$ cat config.mk
export PLATFORM = sky130hd
export DESIGN_NAME = regfile_port_arbiter_flat
export DESIGN_NICKNAME = d
export VERILOG_FILES = /design/src/rtl/regfile_pkg.sv /design/src/rtl/regfile_port_arbiter_if.sv /design/src/rtl/regfile_port_arbiter.sv /design/src/flat_wrapper.sv
export SDC_FILE = /design/constraint.sdc
export NUM_CORES = 1
export LEC_CHECK = 0
export BUFFER_PORTS_ARGS = -buffer_cell sky130_fd_sc_hd__buf_2
export CAP_MARGIN = 10
export CELL_PAD_IN_SITES_DETAIL_PLACEMENT = 0
export CELL_PAD_IN_SITES_GLOBAL_PLACEMENT = 1
export CORE_UTILIZATION = 26
export DETAILED_ROUTE_END_ITERATION = 7
export MAX_ROUTING_LAYER = met4
export PLACE_DENSITY = 0.9
export SLEW_MARGIN = 20
export SYNTH_ARGS = -nofsm -noshare
export SYNTH_HDL_FRONTEND = slang
export SYNTH_SLANG_ARGS = --single-unit
export TNS_END_PERCENT = 1
$ cat constraint.sdc
create_clock -name clk -period 1.8 [get_ports clk]
set_clock_uncertainty 0.05 [all_clocks]
set_input_delay 0.36 -clock clk [delete_from_list [all_inputs] [get_ports clk]]
set_output_delay 0.36 -clock clk [all_outputs]
set_load 0.05 [all_outputs]
$ cat src/rtl/regfile_pkg.sv
// Shared types and constants for the register-file port arbiter.
// Holds the arbiter FSM encoding and the register-file geometry.
package regfile_pkg;

    localparam int REG_ADDR_W = 5;
    localparam int REG_DATA_W = 32;
    localparam logic [REG_ADDR_W-1:0] REG_ZERO = 5'd0;

    typedef enum logic [1:0] {
        IDLE   = 2'd0,
        DBG_WR = 2'd1,
        DBG_RD = 2'd2,
        DONE   = 2'd3
    } arb_state_t;

endpackage

$ cat src/rtl/regfile_port_arbiter_if.sv
// Debug-host request/response channel into the register-file port arbiter.
// The host drives the request fields; the arbiter answers with ack and read data.
interface regfile_port_arbiter_if #(
    parameter int ADDR_W = regfile_pkg::REG_ADDR_W,
    parameter int DATA_W = regfile_pkg::REG_DATA_W
);
    logic              dbg_req;
    logic              dbg_we;
    logic [ADDR_W-1:0] dbg_addr;
    logic [DATA_W-1:0] dbg_wdata;
    logic              dbg_ack;
    logic [DATA_W-1:0] dbg_rdata;

    modport master (
        output dbg_req, dbg_we, dbg_addr, dbg_wdata,
        input  dbg_ack, dbg_rdata
    );

    modport slave (
        input  dbg_req, dbg_we, dbg_addr, dbg_wdata,
        output dbg_ack, dbg_rdata
    );
endinterface

$ cat src/rtl/regfile_port_arbiter.sv
// Shares the register file's write port and read port 1 between the core and a
// debug host; the core has priority, and a starvation counter forces a debug grant.
module regfile_port_arbiter
    import regfile_pkg::*;
#(
    parameter int ADDR_W     = REG_ADDR_W,
    parameter int DATA_W     = REG_DATA_W,
    parameter int STARVE_MAX = 15
) (
    input  logic                   clk,
    input  logic                   rst,
    input  logic                   core_we,
    input  logic                   core_ren,
    input  logic [ADDR_W-1:0]      core_a1,
    input  logic [ADDR_W-1:0]      core_a3,
    input  logic [DATA_W-1:0]      core_wd,
    output logic                   core_stall,
    regfile_port_arbiter_if.slave  dbg,
    output logic [ADDR_W-1:0]      rf_a1,
    input  logic [DATA_W-1:0]      rf_rd1,
    output logic [ADDR_W-1:0]      rf_a3,
    output logic [DATA_W-1:0]      rf_wd,
    output logic                   rf_we
);

    localparam int CNT_W = $clog2(STARVE_MAX + 1);
    localparam logic [CNT_W-1:0] CNT_MAX = CNT_W'(STARVE_MAX);

    arb_state_t        state, state_nxt;
    logic [CNT_W-1:0]  wait_cnt, wait_nxt;
    logic [DATA_W-1:0] rdata_q;
    logic              ack_c;

    function automatic logic [CNT_W-1:0] sat_inc(input logic [CNT_W-1:0] v);
        return (v == CNT_MAX) ? v : v + CNT_W'(1);
    endfunction

    always_ff @(posedge clk or posedge rst) begin
        if (rst) begin
            state    <= IDLE;
            wait_cnt <= '0;
            rdata_q  <= '0;
        end else begin
            state    <= state_nxt;
            wait_cnt <= wait_nxt;
            if (state == DBG_RD)
                rdata_q <= rf_rd1;
        end
    end

    // Grant when the core leaves both ports free, or when the host has waited too long.
    always_comb begin
        state_nxt = state;
        wait_nxt  = wait_cnt;
        case (state)
            IDLE: begin
                if (dbg.dbg_req) begin
                    if ((!core_we && !core_ren) || (wait_cnt == CNT_MAX)) begin
                        wait_nxt  = '0;
                        state_nxt = dbg.dbg_we ? DBG_WR : DBG_RD;
                    end else begin
                        wait_nxt = sat_inc(wait_cnt);
                    end
                end else begin
                    wait_nxt = '0;
                end
            end
            DBG_WR, DBG_RD: state_nxt = DONE;
            DONE:           state_nxt = IDLE;
            default:        state_nxt = IDLE;
        endcase
    end

    always_comb begin
        rf_a1      = core_a1;
        rf_a3      = core_a3;
        rf_wd      = core_wd;
        rf_we      = core_we;
        core_stall = 1'b0;
        ack_c      = 1'b0;
        case (state)
            DBG_WR: begin
                rf_a3      = dbg.dbg_addr;
                rf_wd      = dbg.dbg_wdata;
                rf_we      = (dbg.dbg_addr != ADDR_W'(REG_ZERO));
                core_stall = 1'b1;
            end
            DBG_RD: begin
                rf_a1      = dbg.dbg_addr;
                rf_we      = 1'b0;
                core_stall = 1'b1;
            end
            DONE:    ack_c = 1'b1;
            default: ;
        endcase
        // A reset landing before the falling edge must drop an in-flight write.
        if (rst)
            rf_we = 1'b0;
    end

    assign dbg.dbg_ack   = ack_c;
    assign dbg.dbg_rdata = rdata_q;

    a_req_held: assert property (@(posedge clk) disable iff (rst)
        (state == DBG_WR || state == DBG_RD) |-> dbg.dbg_req)
        else $error("dbg_req dropped before dbg_ack");

endmodule

$ cat src/flat_wrapper.sv
// flat-port wrapper written by rule: the top's interface ports become plain ports
module regfile_port_arbiter_flat import regfile_pkg::*;
#(
    parameter int ADDR_W     = REG_ADDR_W,
    parameter int DATA_W     = REG_DATA_W,
    parameter int STARVE_MAX = 15
)
  (clk, rst, core_we, core_ren, core_a1, core_a3, core_wd, core_stall, rf_a1, rf_rd1, rf_a3, rf_wd, rf_we, dbg_dbg_req, dbg_dbg_we, dbg_dbg_addr, dbg_dbg_wdata, dbg_dbg_ack, dbg_dbg_rdata);
  regfile_port_arbiter_if #(.ADDR_W(ADDR_W), .DATA_W(DATA_W)) dbg_i ();
  input  logic clk;
  input  logic rst;
  input  logic core_we;
  input  logic core_ren;
  input  logic [ADDR_W-1:0] core_a1;
  input  logic [ADDR_W-1:0] core_a3;
  input  logic [DATA_W-1:0] core_wd;
  output logic core_stall;
  output logic [ADDR_W-1:0] rf_a1;
  input  logic [DATA_W-1:0] rf_rd1;
  output logic [ADDR_W-1:0] rf_a3;
  output logic [DATA_W-1:0] rf_wd;
  output logic rf_we;
  input wire logic [$bits(dbg_i.dbg_req)-1:0] dbg_dbg_req;
  input wire logic [$bits(dbg_i.dbg_we)-1:0] dbg_dbg_we;
  input wire logic [$bits(dbg_i.dbg_addr)-1:0] dbg_dbg_addr;
  input wire logic [$bits(dbg_i.dbg_wdata)-1:0] dbg_dbg_wdata;
  output wire logic [$bits(dbg_i.dbg_ack)-1:0] dbg_dbg_ack;
  output wire logic [$bits(dbg_i.dbg_rdata)-1:0] dbg_dbg_rdata;
  assign dbg_i.dbg_req = dbg_dbg_req;
  assign dbg_i.dbg_we = dbg_dbg_we;
  assign dbg_i.dbg_addr = dbg_dbg_addr;
  assign dbg_i.dbg_wdata = dbg_dbg_wdata;
  assign dbg_dbg_ack = dbg_i.dbg_ack;
  assign dbg_dbg_rdata = dbg_i.dbg_rdata;
  regfile_port_arbiter #(.ADDR_W(ADDR_W), .DATA_W(DATA_W), .STARVE_MAX(STARVE_MAX)) u_core (.clk(clk), .rst(rst), .core_we(core_we), .core_ren(core_ren), .core_a1(core_a1), .core_a3(core_a3), .core_wd(core_wd), .core_stall(core_stall), .dbg(dbg_i), .rf_a1(rf_a1), .rf_rd1(rf_rd1), .rf_a3(rf_a3), .rf_wd(rf_wd), .rf_we(rf_we));
endmodule
-- Word level (Yosys, flattened, before mapping)
Cells that the tools add are included.
- add/sub/neg operators: 1
- equality and inequality tests: 7
- multiplexer cells: 14
- reductions and logical operators: 9
- operators with widths (cell ; count):
    $mux W32 ; 1
    $mux W4 ; 3
    $mux W5 ; 2
    $mux W2 ; 3
    $pmux W2 S3 ; 1
    $reduce_bool A5 Y1 ; 1
    $add A4 B1 Y4 const B ; 1
    $eq A2 B2 Y1 const B ; 2
    $eq A4 B4 Y1 const B ; 1
    $reduce_and A2 Y1 ; 2
    $mux W1 ; 3
    $ne A3 B2 Y1 const B ; 1
    $eq A2 B1 Y1 const B ; 1
    $logic_not A1 Y1 ; 2
    $logic_not A2 Y1 ; 1
    $ne A2 B1 Y1 const B ; 1
    $ne A2 B2 Y1 const B ; 1
    $pmux W1 S2 ; 1
    $reduce_or A2 Y1 ; 1
    $logic_and A1 B1 Y1 ; 1
    $logic_or A1 B1 Y1 ; 1
- register bits after elaboration: 38
- output and inout bits: 77

-- Longest topological paths before layout
Gate-level depths: netlist of the first run.
- depth in word-level cells: 6
- mapped depth: 6

-- Worst setup path after synthesis of the first run
Ideal clock, no wire load.
- path type: flip-flop to output port
- from: register u_core.state[0]
- to: output port rf_we
- arrival time: 1993 ps
- slack: -603 ps
- stages on the path, launching flop included: 5
- path buffers: 0
- cell sequence: dfrtp_1 > inv_1 > ha_1 > o211ai_2 > a21oi_1
- word-level cells in the longest chain between the ends: 3
- elaborated cells on any way between the ends: 4
- classes of those cells: eq/ne: 2; mux: 2
- RTL lines (what ; RTL line ; source):
    from (decl) ; regfile_port_arbiter.sv:29 ; arb_state_t state, state_nxt;
    from (signal assigned) ; regfile_port_arbiter.sv:44 ; state <= state_nxt;
    $eq A2 B2 Y1 or $eq A2 B1 Y1 (tied branches) ; regfile_port_arbiter.sv:81 ; case (state)
    $pmux W1 S2 (*) ; regfile_port_arbiter.sv:81 ;
    $mux W1 (*) ; regfile_port_arbiter.sv:97 ; if (rst)
    to (decl) ; flat_wrapper.sv:22 ; output logic rf_we;
Every way passes the cells marked *; elsewhere a longest branch is shown, timed or not.

-- Worst setup path in the final report of the first run
- from: register u_core.state[1]
- to: output port rf_wd[27]
- word-level cells in the longest chain between the ends: 2
- RTL lines (what ; RTL line ; source):
    $eq A2 B1 Y1 ; regfile_port_arbiter.sv:81 ;
    $mux W32 ; regfile_port_arbiter.sv:81 ;
    to (decl) ; flat_wrapper.sv:21 ; output logic [DATA_W-1:0] rf_wd;
Every way passes these cells.

==> results.cfg, run 1 <==
[placement]
dp_worst_setup_slack_ns = -0.176
port_buffers = 193
place_area_sq_mm = 0.00328
hpwl_mm = 5.38
place_congestion = 0.729

[synth]
synth_compound_area_share_pct = 3.22
syn_area_sq_mm = 0.00210
synth_xor_area_share_pct = 0
synth_top_family_by_area = multiplexers
synth_enable_flop_cells = 0
ys_types = 20
synth-seq-cells = 38
synth.area.mux_share_pct = 41.3
synth_adder_area_share_pct = 3.58
syn_avg_cell_area_sq_um = 13.3
synth-simple-area-share_pct = 3.34
seq_area_frac_synth_pct = 45.3
yosysWarnings = 0
synth-main-ff-cell = dfrtp_1
netlist_instances = 158
syn-num-nets = 281
async_flop_share_pct = 100

[run_status]
status = finished with violations
violations = setup timing

[critical_path]
r2r-start = u_core.state[0]
critical_path_class = reg -> out
r2r-end = u_core.state[1]
endpoint_kind = output port
r2r_cells = 8
cp_data_arrival_time_ns = 1.65
crit_required_ns = 1.39
start_kind = flop
ff2ff_setup_slack_ns = 0.16
path_max_fanout = 6

[power]
p_per_area_mw_per_mm2 = 2170
pwr-share-comb_pct = 75.7
power_mw = 8.66
p_clk_share_pct = 6.9
p_leak_nw = 2.03
power.share.sequential_pct = 17.5
p_switching_mw = 4.43
peakVddDrop_mv = 1.30
swShare_pct = 51.2
p_int_mw = 4.23

[run]
maxCapViolCount = 0

[global_routing]
first_global_vias = 2245
grt_use_total_pct = 16.4
grt_max_degree = 39
grt_antenna_before_repair = 0
grt_pass1_wl_mm = 10.5
gr-total-overflow = 0

[sta]
slew_violations = 0
post-route-period-util_pct = 114
rsz0062_at_grt = true
tightest_slew_ns = 0.483
max_clock_freq_mhz = 486
final-setup-viol-count = 44
hold_viol = 0
tns_ns = -9.97
setup_slack_ns = -0.259
period_needed_ns = 2.06
relSlewSlack_pct = 67.8

[detailed_routing]
viasPerCell = 4.55
wire_per_inst_um = 16.0
dr.pass1.iters = 4
dr.first_iter.drc_count = 67
ant_nets = 0
drc = 0
vias = 2150
drt_wl_total_mm = 7.59

[cts]
cts_buffers = 5
cts_buffer_depth = 2
cts.sinks = 38
htreeDepth = 2
cts_hold_buffers = 0
path_clk_slew_ns = 0.07
cts_tree = yes
cts-root-buf = clkbuf_8
clock_latency_ns = 0.28

[floorplanning]
core_area_sq_mm = 0.00777
rows = 32
die_h_um = 91.8
ioPinCount = 194
die_x_um = 91.8
start_util_pct = 27.0
die_area_sq_mm = 0.00843

[hold_path]
hp-class = in -> async

[finish]
design_area_sq_mm = 0.00399
drive_gt1_share_pct = 82.5
finish.utilization_pct = 51.3
nNetsFinal = 493
antenna_cells = 0
area_growth_pct = 90.0
power by group through the flow:
stage / sequential, mW / combinational (mW) / clock, mW
6_report: 1.51 / 6.55 / 0.595
3_5_place_dp: 1.52 / 5.37 / 0
4_1_cts: 1.52 / 6.09 / 0.621
2_1_floorplan: 2.82 / 2.81 / 0
5_1_grt: 1.58 / 6.79 / 0.650
3_3_place_gp: 1.50 / 5.30 / 0
area by class of cell:
class                      count  area [sq um]
fill                         676          3780
timing repair buffer         213          1560
multi-input combinational    108          1240
sequential                    38           951
tap                          102           128
clock buffer                   7          86.3
inverter                       4          15.0
clock inverter                 1          5.00
flip-flops by register name, summed over array words and instances (netlist names):
register and count:
u_core.dbg.dbg_rdata 32, u_core.wait_cnt 4, u_core.state 2
how the worst max path moves through the flow:
stage | start | to | depth (start not counted)
after floorplan | u_core.state[0] | rf_a1[0] | 5
after global placement | dbg_dbg_addr[3] | rf_we | 5
after detailed placement | dbg_dbg_addr[3] | rf_we | 5
after CTS | u_core.state[1] | rf_wd[14] | 5
after global routing | u_core.state[1] | rf_wd[12] | 5
final | u_core.state[1] | rf_wd[27] | 5
cell usage after synthesis, drive strengths merged (2+ instances only):
cell type / n / area, sq um
a21oi: 2 / 10.0
buf: 8 / 52.6
dfrtp: 38 / 951
ha: 6 / 75.1
inv: 4 / 15.0
mux2: 77 / 867
nand2: 7 / 26.3
nor2: 2 / 7.51
o21ai: 4 / 20.0
o2bb2ai: 2 / 17.5
cell usage in the layout (no fill, tap or decap), types with 2 or more instances in the layout:
cell type	n
buf_4	14
o2bb2ai_1	2
clkbuf_8	6
mux2_2	47
ha_2	2
clkbuf_16	2
inv_2	2
ha_1	2
inv_1	2
nand2_1	7
mux2_4	30
buf_2	149
ha_4	2
dfrtp_1	38
buf_6	21
nor2_1	2
buf_8	25
o21ai_0	3
worst max-delay path: stages (launching register included):
cell       delay (ns)
dfrtp_1          0.39
inv_2            0.08
ha_4             0.24
clkbuf_16        0.19
mux2_4           0.31
buf_8            0.15
logic make-up after synthesis:
kind of cell	after synthesis
buf+inv	12
mux	77
simple gates	15
flops	38
compound gates	10
fa+ha+maj	6
what timing repair did:
item | 4_1_cts | 5_1_grt
pin swaps | 1 | 0
buffers inserted | 1 | 1
gates cloned | 1 | 2
endpoints found under the hold margin | 0 | 0
resized for setup | 101 | 51
setup endpoints to repair | 44 | 45
routing by layer:
| metal | vias up | GRT usage [%] | share of wire (%) |
|---|---|---|---|
| met4 | 0 | 5.34 | 2.4 |
| met2 | 126 | 29.3 | 51 |
| met5 | - | - | 0 |
| li1 | 995 | - | - |
| met1 | 1015 | 18.6 | 39 |
| met3 | 14 | 2.90 | 7.4 |
per-stage QoR:
step / hold slack, ns / cells
6_report: 0.158 / 473
2_1_floorplan: 0.414 / 158
4_1_cts: 0.172 / 470
5_1_grt: 0.217 / 473
3_5_place_dp: 0.441 / 460
3_3_place_gp: 0.434 / 460
Note: power is estimated with default switching activity, not from simulation.
==> run 2, diff against run 1 <==
REMOVE_ABC_BUFFERS = 1   (was unset)
==> run 2 against run 1 <==
  * The run still ends with setup timing left
  * Sequential power about the same
  * Critical path depth rose by 1
  * Highest routed layer unchanged
  * Maximum frequency down 0.73%
  * Die area is the same
==> results.cfg, run 2 (synthesis gave the netlist of run 1 again) <==
[run_status]
status = finished with violations
violations = setup timing

[sta]
slew_violations = 0
hold_viol = 0
max_clock_freq_mhz = 482
rsz0062_at_grt = true
post-route-period-util_pct = 115
tns_ns = -10.83
final-setup-viol-count = 44
tightest_slew_ns = 0.473
period_needed_ns = 2.07
relSlewSlack_pct = 68.5
setup_slack_ns = -0.274

[placement]
place_area_sq_mm = 0.00326
port_buffers = 193
place_congestion = 0.878
dp_worst_setup_slack_ns = -0.0576
hpwl_mm = 5.62

[finish]
fillers = 681
multi_input_area_sq_mm = 0.00124
final_cell_mix = buf_2, mux2_2, dfrtp_1
layout_commonest_cell = buf_2
design_area_sq_mm = 0.00409
finish.utilization_pct = 52.6
antenna_cells = 0
area_growth_pct = 94.8
nNetsFinal = 497
largest_reg_flops = 32
drive_gt1_share_pct = 82.7
regArea_sq_um = 952

[cts]
cts_tree = yes
path_clk_slew_ns = 0.07
cts_buffers = 5
htreeDepth = 2
cts_hold_buffers = 0
cts-root-buf = clkbuf_8
cts_buffer_depth = 2
cts.sinks = 38
clock_latency_ns = 0.28

[global_routing]
grt_max_degree = 39
grt_pass1_wl_mm = 11.9
grt_antenna_before_repair = 0
grt_use_total_pct = 19.0
first_global_vias = 2271
gr-total-overflow = 0

[detailed_routing]
vias = 2165
drt_wl_total_mm = 7.87
dr.first_iter.drc_count = 49
dr.pass1.iters = 4
ant_nets = 0
drc = 0
viasPerCell = 4.54
wire_per_inst_um = 16.5

[critical_path]
path_max_fanout = 8
endpoint_kind = output port
ff2ff_setup_slack_ns = 0.10
start_kind = flop
crit_required_ns = 1.39
cp_data_arrival_time_ns = 1.66
critical_path_class = reg -> out

[hold_path]
hp-class = in -> async

[floorplanning]
die_area_sq_mm = 0.00843
start_util_pct = 27.0
rows = 32
ioPinCount = 194
die_h_um = 91.8
die_x_um = 91.8
core_area_sq_mm = 0.00777

[power]
power_mw = 8.86
p_leak_nw = 2.08
peakVddDrop_mv = 1.23
p_per_area_mw_per_mm2 = 2170

[run]
maxCapViolCount = 0
[run 2: cell count changes in the layout (fill, tap and decap cells not counted), moves of 2 or more]
| cell | change |
|---|---|
| buf_8 | +8 |
| clkbuf_16 | -2 |
| buf_16 | +2 |
| buf_4 | +3 |
| buf_6 | -8 |
| buf_12 | +2 |
| mux2_2 | -3 |
| mux2_4 | +3 |
[run 2: final timing paths]
path,startpoint,to,cells after the start
worst max-delay path,u_core.state[1],rf_wd[21],6
worst min-delay path,rst,u_core.state[1],3
worst max register to register,u_core.state[1],u_core.dbg.dbg_rdata[20],5
worst min register to register,u_core.dbg.dbg_rdata[0],u_core.dbg.dbg_rdata[0],1
max in group asynchronous,rst,u_core.state[0],3
min in group clk,rf_rd1[24],u_core.dbg.dbg_rdata[24],2
[run 2: cell type report]
| class | instances | area share [%] |
|---|---|---|
| Clock inverter | 2 | 0.306 |
| Multi-Input combinational cell | 108 | 30.4 |
| Sequential cell | 38 | 23.3 |
| Tap cell | 102 | 3.12 |
| Clock buffer | 6 | 2.02 |
| Timing Repair Buffer | 217 | 40.4 |
| Inverter | 4 | 0.367 |
[run 2: power by group]
group          internal [mW]  leakage, nW  switching [mW]  total (mW)
combinational           2.81         1.58            3.94        6.75
clock                  0.308       0.0472           0.293       0.600
sequential              1.29        0.452           0.228        1.52
[run 2: per-layer routing]
metal | track usage, % | share of wire [%] | up-vias
met5 | - | 0 | -
met4 | 5.60 | 1.8 | 0
met3 | 3.23 | 6.9 | 8
met2 | 34.0 | 53 | 117
met1 | 21.7 | 38 | 1040
li1 | - | - | 1000
[run 2: repair_timing]
action / in CTS / in global routing
pin swaps: 1 / 0
hold endpoints to repair: 0 / 0
setup buffers: 7 / 0
gates cloned: 3 / 0
resized for setup: 167 / 3
setup endpoints to repair: 44 / 69
[run 2: worst max-delay path, stage by stage, from the launching register on]
cell and delay [ns]:
dfrtp_1 0.39, inv_2 0.09, ha_4 0.17, buf_12 0.12, buf_16 0.13, mux2_4 0.32
buf_8 0.15
[run 2: metrics by stage]
step | instances | hold WS [ns]
2_1_floorplan | 150 | 0.414
3_3_place_gp | 459 | 0.435
3_5_place_dp | 459 | 0.441
4_1_cts | 477 | 0.159
5_1_grt | 477 | 0.186
6_report | 477 | 0.139
